[config.mk]
export PLATFORM = sky130hd
export DESIGN_NAME = instr_issuer
export DESIGN_NICKNAME = d
export VERILOG_FILES = /design/src/rtl/ctrl_pkg.sv /design/src/rtl/issuer_fifo.sv /design/src/rtl/instr_issuer.sv
export SDC_FILE = /design/constraint.sdc
export NUM_CORES = 1
export LEC_CHECK = 0
export ABC_AREA = 0
export CAP_MARGIN = 20
export CORE_ASPECT_RATIO = 0.75
export CORE_MARGIN = 4
export CORE_UTILIZATION = 56
export DETAILED_ROUTE_END_ITERATION = 10
export GPL_TIMING_DRIVEN = 0
export HOLD_SLACK_MARGIN = 0.1
export PLACE_DENSITY = 0.78
export SLEW_MARGIN = 15
export SYNTH_ARGS = -nofsm -noshare
export SYNTH_HDL_FRONTEND = slang
export SYNTH_HIERARCHICAL = 1
export SYNTH_SLANG_ARGS = --single-unit
[constraint.sdc]
create_clock -name clk -period 2.8 [get_ports clk]
set_input_delay 0.56 -clock clk [delete_from_list [all_inputs] [get_ports clk]]
set_output_delay 0.56 -clock clk [all_outputs]
set_load 0.05 [all_outputs]
[src/rtl/ctrl_pkg.sv]
// ctrl_pkg: shared opcode encodings, default field widths and helpers for the instruction issuer.
package ctrl_pkg;
   localparam int DEF_ADDRESS_BITS = 5;
   localparam int DEF_INSTR_BITS = 3;
   localparam int DEF_COUNT_BITS = 4;
   localparam logic [2:0] OP_LOAD = 3'b001;
   localparam logic [2:0] OP_STORE = 3'b010;
   typedef enum logic [1:0] {IDLE, ISSUE, GAP} state_t;
   function automatic int value_width(input int instr_bits, input int address_bits);
      return instr_bits + address_bits;
   endfunction
   // Opcodes are widened so any INSTR_BITS compares without truncation aliasing.
   function automatic logic is_legal_op(input int unsigned op);
      return op == 32'(OP_LOAD) || op == 32'(OP_STORE);
   endfunction
endpackage

[src/rtl/issuer_fifo.sv]
// issuer_fifo: pointer-based synchronous FIFO with full/empty flags and a combinational head read.
module issuer_fifo #(
   parameter int WIDTH = 8,
   parameter int DEPTH = 4
) (
   input  logic             clk,
   input  logic             rst,
   input  logic             push,
   input  logic             pop,
   input  logic [WIDTH-1:0] wdata,
   output logic [WIDTH-1:0] rdata,
   output logic             full,
   output logic             empty
);
   localparam int AW = $clog2(DEPTH);
   logic [WIDTH-1:0] mem [DEPTH];
   logic [AW:0] wr_ptr, rd_ptr;
   always_ff @(posedge clk) begin
      if (rst) begin
         wr_ptr <= '0;
         rd_ptr <= '0;
      end else begin
         if (push && !full) wr_ptr <= wr_ptr + (AW+1)'(1);
         if (pop && !empty) rd_ptr <= rd_ptr + (AW+1)'(1);
      end
   end
   always_ff @(posedge clk) begin
      if (push && !full) mem[wr_ptr[AW-1:0]] <= wdata;
   end
   assign rdata = mem[rd_ptr[AW-1:0]];
   assign empty = wr_ptr == rd_ptr;
   // Extra pointer bit distinguishes full from empty when the indices meet.
   assign full = wr_ptr == {~rd_ptr[AW], rd_ptr[AW-1:0]};
endmodule

[src/rtl/instr_issuer.sv]
// instr_issuer: queues {opcode, address} requests and strobes them out as paced instruction words.
// Optional ISSUER_BURST_EN adds req_count: each legal request emits max(count,1) address-incrementing words.
module instr_issuer
   import ctrl_pkg::*;
#(
   parameter int ADDRESS_BITS = DEF_ADDRESS_BITS,
   parameter int INSTR_BITS = DEF_INSTR_BITS,
   parameter int FIFO_DEPTH = 4,
   parameter int GAP_CYCLES = 1,
   parameter int COUNT_BITS = DEF_COUNT_BITS,
   localparam int VALUE_BITS = value_width(INSTR_BITS, ADDRESS_BITS)
) (
   input  logic                    clk,
   input  logic                    rst,
   input  logic                    req_valid,
   output logic                    req_ready,
   input  logic [INSTR_BITS-1:0]   req_instr,
   input  logic [ADDRESS_BITS-1:0] req_address,
`ifdef ISSUER_BURST_EN
   input  logic [COUNT_BITS-1:0]   req_count,
`endif
   output logic                    enable,
   output logic [VALUE_BITS-1:0]   value,
   output logic                    busy,
   output logic                    err_illegal
);
`ifdef ISSUER_BURST_EN
   localparam int EW = VALUE_BITS + COUNT_BITS;
`else
   localparam int EW = VALUE_BITS;
`endif
   localparam int GW = $clog2(GAP_CYCLES + 2);
   state_t state, state_n;
   logic [GW-1:0] gap_cnt, gap_n;
   logic [COUNT_BITS-1:0] idx, idx_n;
   logic [VALUE_BITS-1:0] value_n, word;
   logic [EW-1:0] wdata, head;
   logic enable_n, err_n, push, pop, full, empty, legal, last, decide, take;
   assign req_ready = !full && !rst;
   assign push = req_valid && req_ready;
   assign busy = !empty || state != IDLE;
`ifdef ISSUER_BURST_EN
   assign wdata = {req_count, req_instr, req_address};
   assign last = int'(idx) + 1 >= int'(head[EW-1:VALUE_BITS]);
`else
   assign wdata = {req_instr, req_address};
   assign last = 1'b1;
`endif
   issuer_fifo #(.WIDTH(EW), .DEPTH(FIFO_DEPTH)) u_fifo (
      .clk(clk), .rst(rst), .push(push), .pop(pop), .wdata(wdata),
      .rdata(head), .full(full), .empty(empty)
   );
   assign legal = is_legal_op(32'(head[VALUE_BITS-1:ADDRESS_BITS]));
   assign word = {head[VALUE_BITS-1:ADDRESS_BITS], head[ADDRESS_BITS-1:0] + ADDRESS_BITS'(idx)};
   // Decision points: idle, the final gap cycle, or the strobe cycle itself when no gap is configured.
   assign decide = state == IDLE || (state == GAP && gap_cnt <= GW'(1)) || (state == ISSUE && GAP_CYCLES == 0);
   assign take = !empty && legal;
   always_comb begin
      state_n = state;
      gap_n = (state == GAP) ? gap_cnt - GW'(1) : gap_cnt;
      idx_n = idx;
      enable_n = 1'b0;
      value_n = value;
      err_n = 1'b0;
      pop = 1'b0;
      if (state == ISSUE && GAP_CYCLES != 0) begin
         state_n = GAP;
         gap_n = GW'(GAP_CYCLES);
      end else if (decide) begin
         state_n = take ? ISSUE : IDLE;
         enable_n = take;
         value_n = take ? word : value;
         err_n = !empty && !legal;
         pop = !empty && (!legal || last);
         idx_n = (take && !last) ? idx + COUNT_BITS'(1) : '0;
      end
   end
   always_ff @(posedge clk) begin
      if (rst) begin
         state <= IDLE;
         gap_cnt <= '0;
         idx <= '0;
         enable <= 1'b0;
         value <= '0;
         err_illegal <= 1'b0;
      end else begin
         state <= state_n;
         gap_cnt <= gap_n;
         idx <= idx_n;
         enable <= enable_n;
         value <= value_n;
         err_illegal <= err_n;
      end
   end
endmodule

* After elaboration in Yosys (flattened, before gate mapping)
Memories as Yosys holds them, arrays and structs flattened. A register that Yosys moved wholly into a read port is not among the register bits. Cells that the tools add are included.
Operators by class: add/sub/neg operators 3, multiply operators 0, div/mod/pow operators 0, magnitude comparators 1, eq/ne operators 6, shift operators 0, multiplexer cells 11, bitwise logic cells 3, reduce and logical (&&, ||, !) cells 21
Operators by type and width (count):
- $mux 2 | 4
- $logic_and 1x1->1 | 7
- $mux 1 | 7
- $add 3x1->3 const B | 2
- $eq 3x3->1 | 2
- $reduce_bool 2->1 | 3
- $logic_not 1->1 | 4
- $eq 3x1->1 const B | 1
- $eq 3x2->1 const B | 1
- $logic_or 1x1->1 | 3
- $not 1->1 | 3
- $reduce_and 3->1 | 1
- $reduce_or 3->1 | 1
- $eq 2x1->1 const B | 1
- $eq 2x2->1 const B | 1
- $le 2x1->1 const B | 1
- $logic_not 2->1 | 1
- $reduce_or 2->1 | 1
- $sub 2x1->2 const B | 1
Word-level totals: register bits 20, bits in latches 0, RAM bits 32, ROM bits 0, input bits 11, output and inout port bits 12, memories 1
Memories:
- u_fifo.mem | words 4, width 8, read ports 1, clocked after Yosys merged registers in 1, wr ports 1, RTL line issuer_fifo.sv:16 | logic [WIDTH-1:0] mem [DEPTH];

* Logic depth before layout (Yosys ltp)
depth after elaboration 8, gate-level depth with buffers 9

* Hierarchy
The synthesis kept the hierarchy.
Modules (own cells, without submodules):
- issuer_fifo | times used 1, cells an instance 110, area each 1731.7 um2
- instr_issuer | times used 1, cells an instance 71, area each 630.6 um2

* Worst setup path before layout
No wires, ideal clock.
path kind flip-flop to flip-flop, start register u_fifo.rd_ptr[1], end memory u_fifo.mem[3][0], enable pin, setup time 0.378 ns, data arrival time 2.442 ns, slack -0.020 ns, cell stages (with the launch flop) 9, buffers on the path 1, path through dfxtp_1 > clkbuf_4 > xnor2_1 > nand2_1 > nor2_1 > nor2_1 > and2_1 > nand2_1 > a31oi_1
Between the ends: longest elaborated chain between the ends 7
RTL lines:
- from (decl) | RTL line issuer_fifo.sv:17 | logic [AW:0] wr_ptr, rd_ptr;
- from (signal assigned) | RTL line issuer_fifo.sv:24 | if (pop && !empty) rd_ptr <= rd_ptr + (AW+1)'(1);
- $eq 3x3->1 | RTL line issuer_fifo.sv:33 | assign full = wr_ptr == {~rd_ptr[AW], rd_ptr[AW-1:0]};
- named net full | RTL line instr_issuer.sv:38 | logic enable_n, err_n, push, pop, full, empty, legal, last, decide, take;
- $logic_not 1->1 | RTL line instr_issuer.sv:39 | assign req_ready = !full && !rst;
- $logic_and 1x1->1 | RTL line instr_issuer.sv:39
- named net req_ready | RTL line instr_issuer.sv:16 | output logic req_ready,
- $logic_and 1x1->1 | RTL line instr_issuer.sv:40 | assign push = req_valid && req_ready;
- named net push | RTL line instr_issuer.sv:38
- $logic_and 1x1->1 | RTL line issuer_fifo.sv:28 | if (push && !full) mem[wr_ptr[AW-1:0]] <= wdata;
- $mux 1 | RTL line issuer_fifo.sv:28
- $mux 1 (not written as such) | RTL line issuer_fifo.sv:28
- to (decl) | RTL line issuer_fifo.sv:16
The timed path passes the listed nets, and every way through them passes these cells.

* Worst setup path in the final report
start register u_fifo.rd_ptr[2], end output port busy
Between the ends: longest elaborated chain between the ends 3
RTL lines:
- $eq 3x3->1 | RTL line issuer_fifo.sv:31 | assign empty = wr_ptr == rd_ptr;
- named net empty | RTL line instr_issuer.sv:38
- $logic_not 1->1 | RTL line instr_issuer.sv:41 | assign busy = !empty || state != IDLE;
- $logic_or 1x1->1 | RTL line instr_issuer.sv:41
- to (decl) | RTL line instr_issuer.sv:24 | output logic busy,
The timed path passes the listed nets, and every way through them passes these cells.

==> impl_results.md <==
- H-tree Lvls: 2
- Clk pwr share: 0.239
- Leakage dissipation: 0.938 nW
- EDFF count, synth: 32
- Placed wire-length estimate: 3150 um
- Gr ovfl total: 0
- Worst Skew: 7.46 ps
- Outcome: complete, no violations
- CTS tree: built
- WP data arrival: 2070 ps
- TritonRoute pass-1 iters: 4
- Cell with the most instances after synthesis: edfxtp_1
- I/O pins: 23
- Final Hold Fails: 0
- Worst slew margin: 0.539
- CTS sink count: 54
- Syn nets: 201
- Async SR Flop Fraction: 0
- Path type of the worst min-delay path: register to register
- Sequential share of the synthesized area: 0.593
- Top cell type by total area after synthesis: edfxtp_1
- Share of total power in combinational logic: 0.308
- Post-synthesis cell count: 181
- WL/cell: 16.3 um
- Maximum root-to-sink buffer count: 2
- Number of clock buffers inserted by TritonCTS: 5
- Worst-path clk slew: 90 ps
- Vias post-DR: 1551
- CTS hold repair buffers: 0
- CP Class: register to output port
- Layout cells sized above 1: 0.152
- Nets: 230
- Die footprint: 5330 um2
- Number of global-route vias before repair: 1597
- Max VDD drop: 423 uV
- Synthesized flop and latch total: 54
- Commonest cells post-synth: edfxtp_1 (32), dfxtp_1 (22), a21oi_1 (10), o21ai_0 (10)
- I/O Buffers: 22
- Total GRT Usage: 0.180
- PwrDens: 747 nW/um2
- Antenna-violating nets left: 0
- Worst skew pair latency: 300 ps
- Maxcap violations: 0
- Initial Util: 0.583
- Core Box Area: 4050 um2
- Least-Margin Pin Slew: 686 ps
- Delay-heaviest family, CP: XOR/XNOR gates
- Post-Place Cell Area: 2650 um2
- Final-layout fill cell count: 288
- Final std cells w/o fill: 266
- Share of the synthesized area in the top cell type: 0.407
- NetSw: 0.000680 W
- Die Height: 64.2 um
- Slew Limit Fails: 0
- Area of the multi-input gates: 922 um2
- Main synth FF type: edfxtp_1
- Post-synthesis cell type count: 40
- Register area: 1400 um2
- CP Launch Type: register
- Fmax: 0.381 GHz
- Diode count: 0
- Final worst-path cycle share: 0.938
- Switching share of power: 0.325
- Final instance area: 2810 um2
- GPL Wtd Cong: 0.830
- Via density: 5.83
- Final core utilization: 0.692
- Initial antenna violation count: 0
- Yosys warns: 6
- Initial drt markers: 139
- Drt total wl: 4340 um
- Slowest CP cell: xor2_1
- Max Fanout on Critical Path: 6
- Final setup viols: 0
- DIE WIDTH: 83.0 um
- Clk Tree Root Cell: clkbuf_8
- DR DRC count: 0
- Cells taking the most area after synthesis: edfxtp_1 (41%), dfxtp_1 (19%), mux4_2 (7.6%), ha_1 (4.8%), a21oi_1 (2.1%)
- # Post-CTS Setup Buffers: 0
- Crit path capture type: output port
- P_int: 0.00142 W
- CP peak stage delay: 540 ps
- Largest net degree at the start of global routing: 17
- Critical-path cell list: xor2_1 > nor2_2 > nand2_1 > dlygate4sd2_1
- Synthesis-to-finish area growth: 18.8%
- RSZ-0062 raised after global routing: false
- First-pass GRT wire length: 7490 um
- WP data required: 2240 ps
- Std cell rows: 20
- Flop pwr share: 0.453
- CP bufs+invs: 1
- Fin crit period: 2630 ps
- Synthesized area per cell: 13.1 um2
- Dpl cells: 258
- Cell area after synthesis: 2360 um2
==> logic make-up (layout without fill, tap and decap cells) <==
logic type / count (synthesis) / after routing / share of synthesized area
compound gates: 37 / 37 / 0.101
xor+xnor: 7 / 7 / 0.0260
fa+ha+maj: 9 / 9 / 0.0477
buf+inv: 15 / 45 / 0.0371
flops: 54 / 54 / 0.593
mux: 9 / 9 / 0.0805
simple gates: 50 / 50 / 0.114
==> repair_timing <==
item / CTS / global route
setup endpoints to repair: 2 / 9
endpoints found under the hold margin: 0 / 0
resized for setup: 4 / 4
==> routing by layer <==
layer,global-route usage,vias up,part of all wire
li1,-,737,-
met1,0.218,734,0.41
met2,0.306,68,0.50
met3,0.0490,12,0.068
met4,0.0755,0,0.016
met5,0,-,0
==> flip-flops by register name (all words and copies together), names as in the netlist, named ones only <==
name           count
state              2
u_fifo/rd_ptr      3
value              8
enable             1
gap_cnt            2
u_fifo/wr_ptr      3
err_illegal        1
u_fifo/mem        32
==> cell type report <==
cell class / count / area share
Buffer: 8 / 0.0218
Clock buffer: 5 / 0.0245
Clock inverter: 3 / 0.0143
Inverter: 7 / 0.00936
Multi-Input combinational cell: 112 / 0.329
Sequential cell: 54 / 0.499
Tap cell: 55 / 0.0245
Timing Repair Buffer: 22 / 0.0776
==> power by group through the flow <==
stage | Clock [W] | Sequential (W) | Combinational [W]
finish | 0.000502 | 0.000949 | 0.000645
CTS | 0.000515 | 0.000945 | 0.000627
global placement | 0 | 0.000955 | 0.000607
detailed placement | 0 | 0.000960 | 0.000628
floorplan | 0 | 0.00103 | 0.000381
global route | 0.000559 | 0.000958 | 0.000703
==> cells in the final DEF, fill, tap and decap left out, drive strengths merged, types with 3 or more instances in the layout <==
cell type	n
a21oi	11
a31oi	4
and2	6
buf	5
clkbuf	8
clkdlybuf4s50	20
dfxtp	22
edfxtp	32
ha	9
inv	7
mux4	8
nand2	8
nand3	9
nor2	8
nor3	4
nor3b	5
o211ai	5
o21ai	10
xnor2	3
xor2	4
==> worst paths after layout <==
kind	startpoint	endpoint	slack, ps	cells after the start
max reg2reg	u_fifo/rd_ptr[0]	u_fifo/mem[1][3]	290	8
min reg2reg	value[7]	value[7]	480	1
min	value[7]	value[7]	480	1
max	u_fifo/rd_ptr[2]	busy	170	4
==> through the flow <==
step / hold slack [ps] / setup WS (ps) / TNS, ps / total power [W]
after floorplan: 485 / 226 / 0 / 0.00141
after global placement: 461 / 7.20 / 0 / 0.00156
after detailed placement: 470 / -70.6 / -630 / 0.00159
after CTS: 483 / 67.6 / 0 / 0.00209
after global routing: 500 / 41.1 / 0 / 0.00222
final: 478 / 174 / 0 / 0.00210
(Power assumes the default switching activity.)
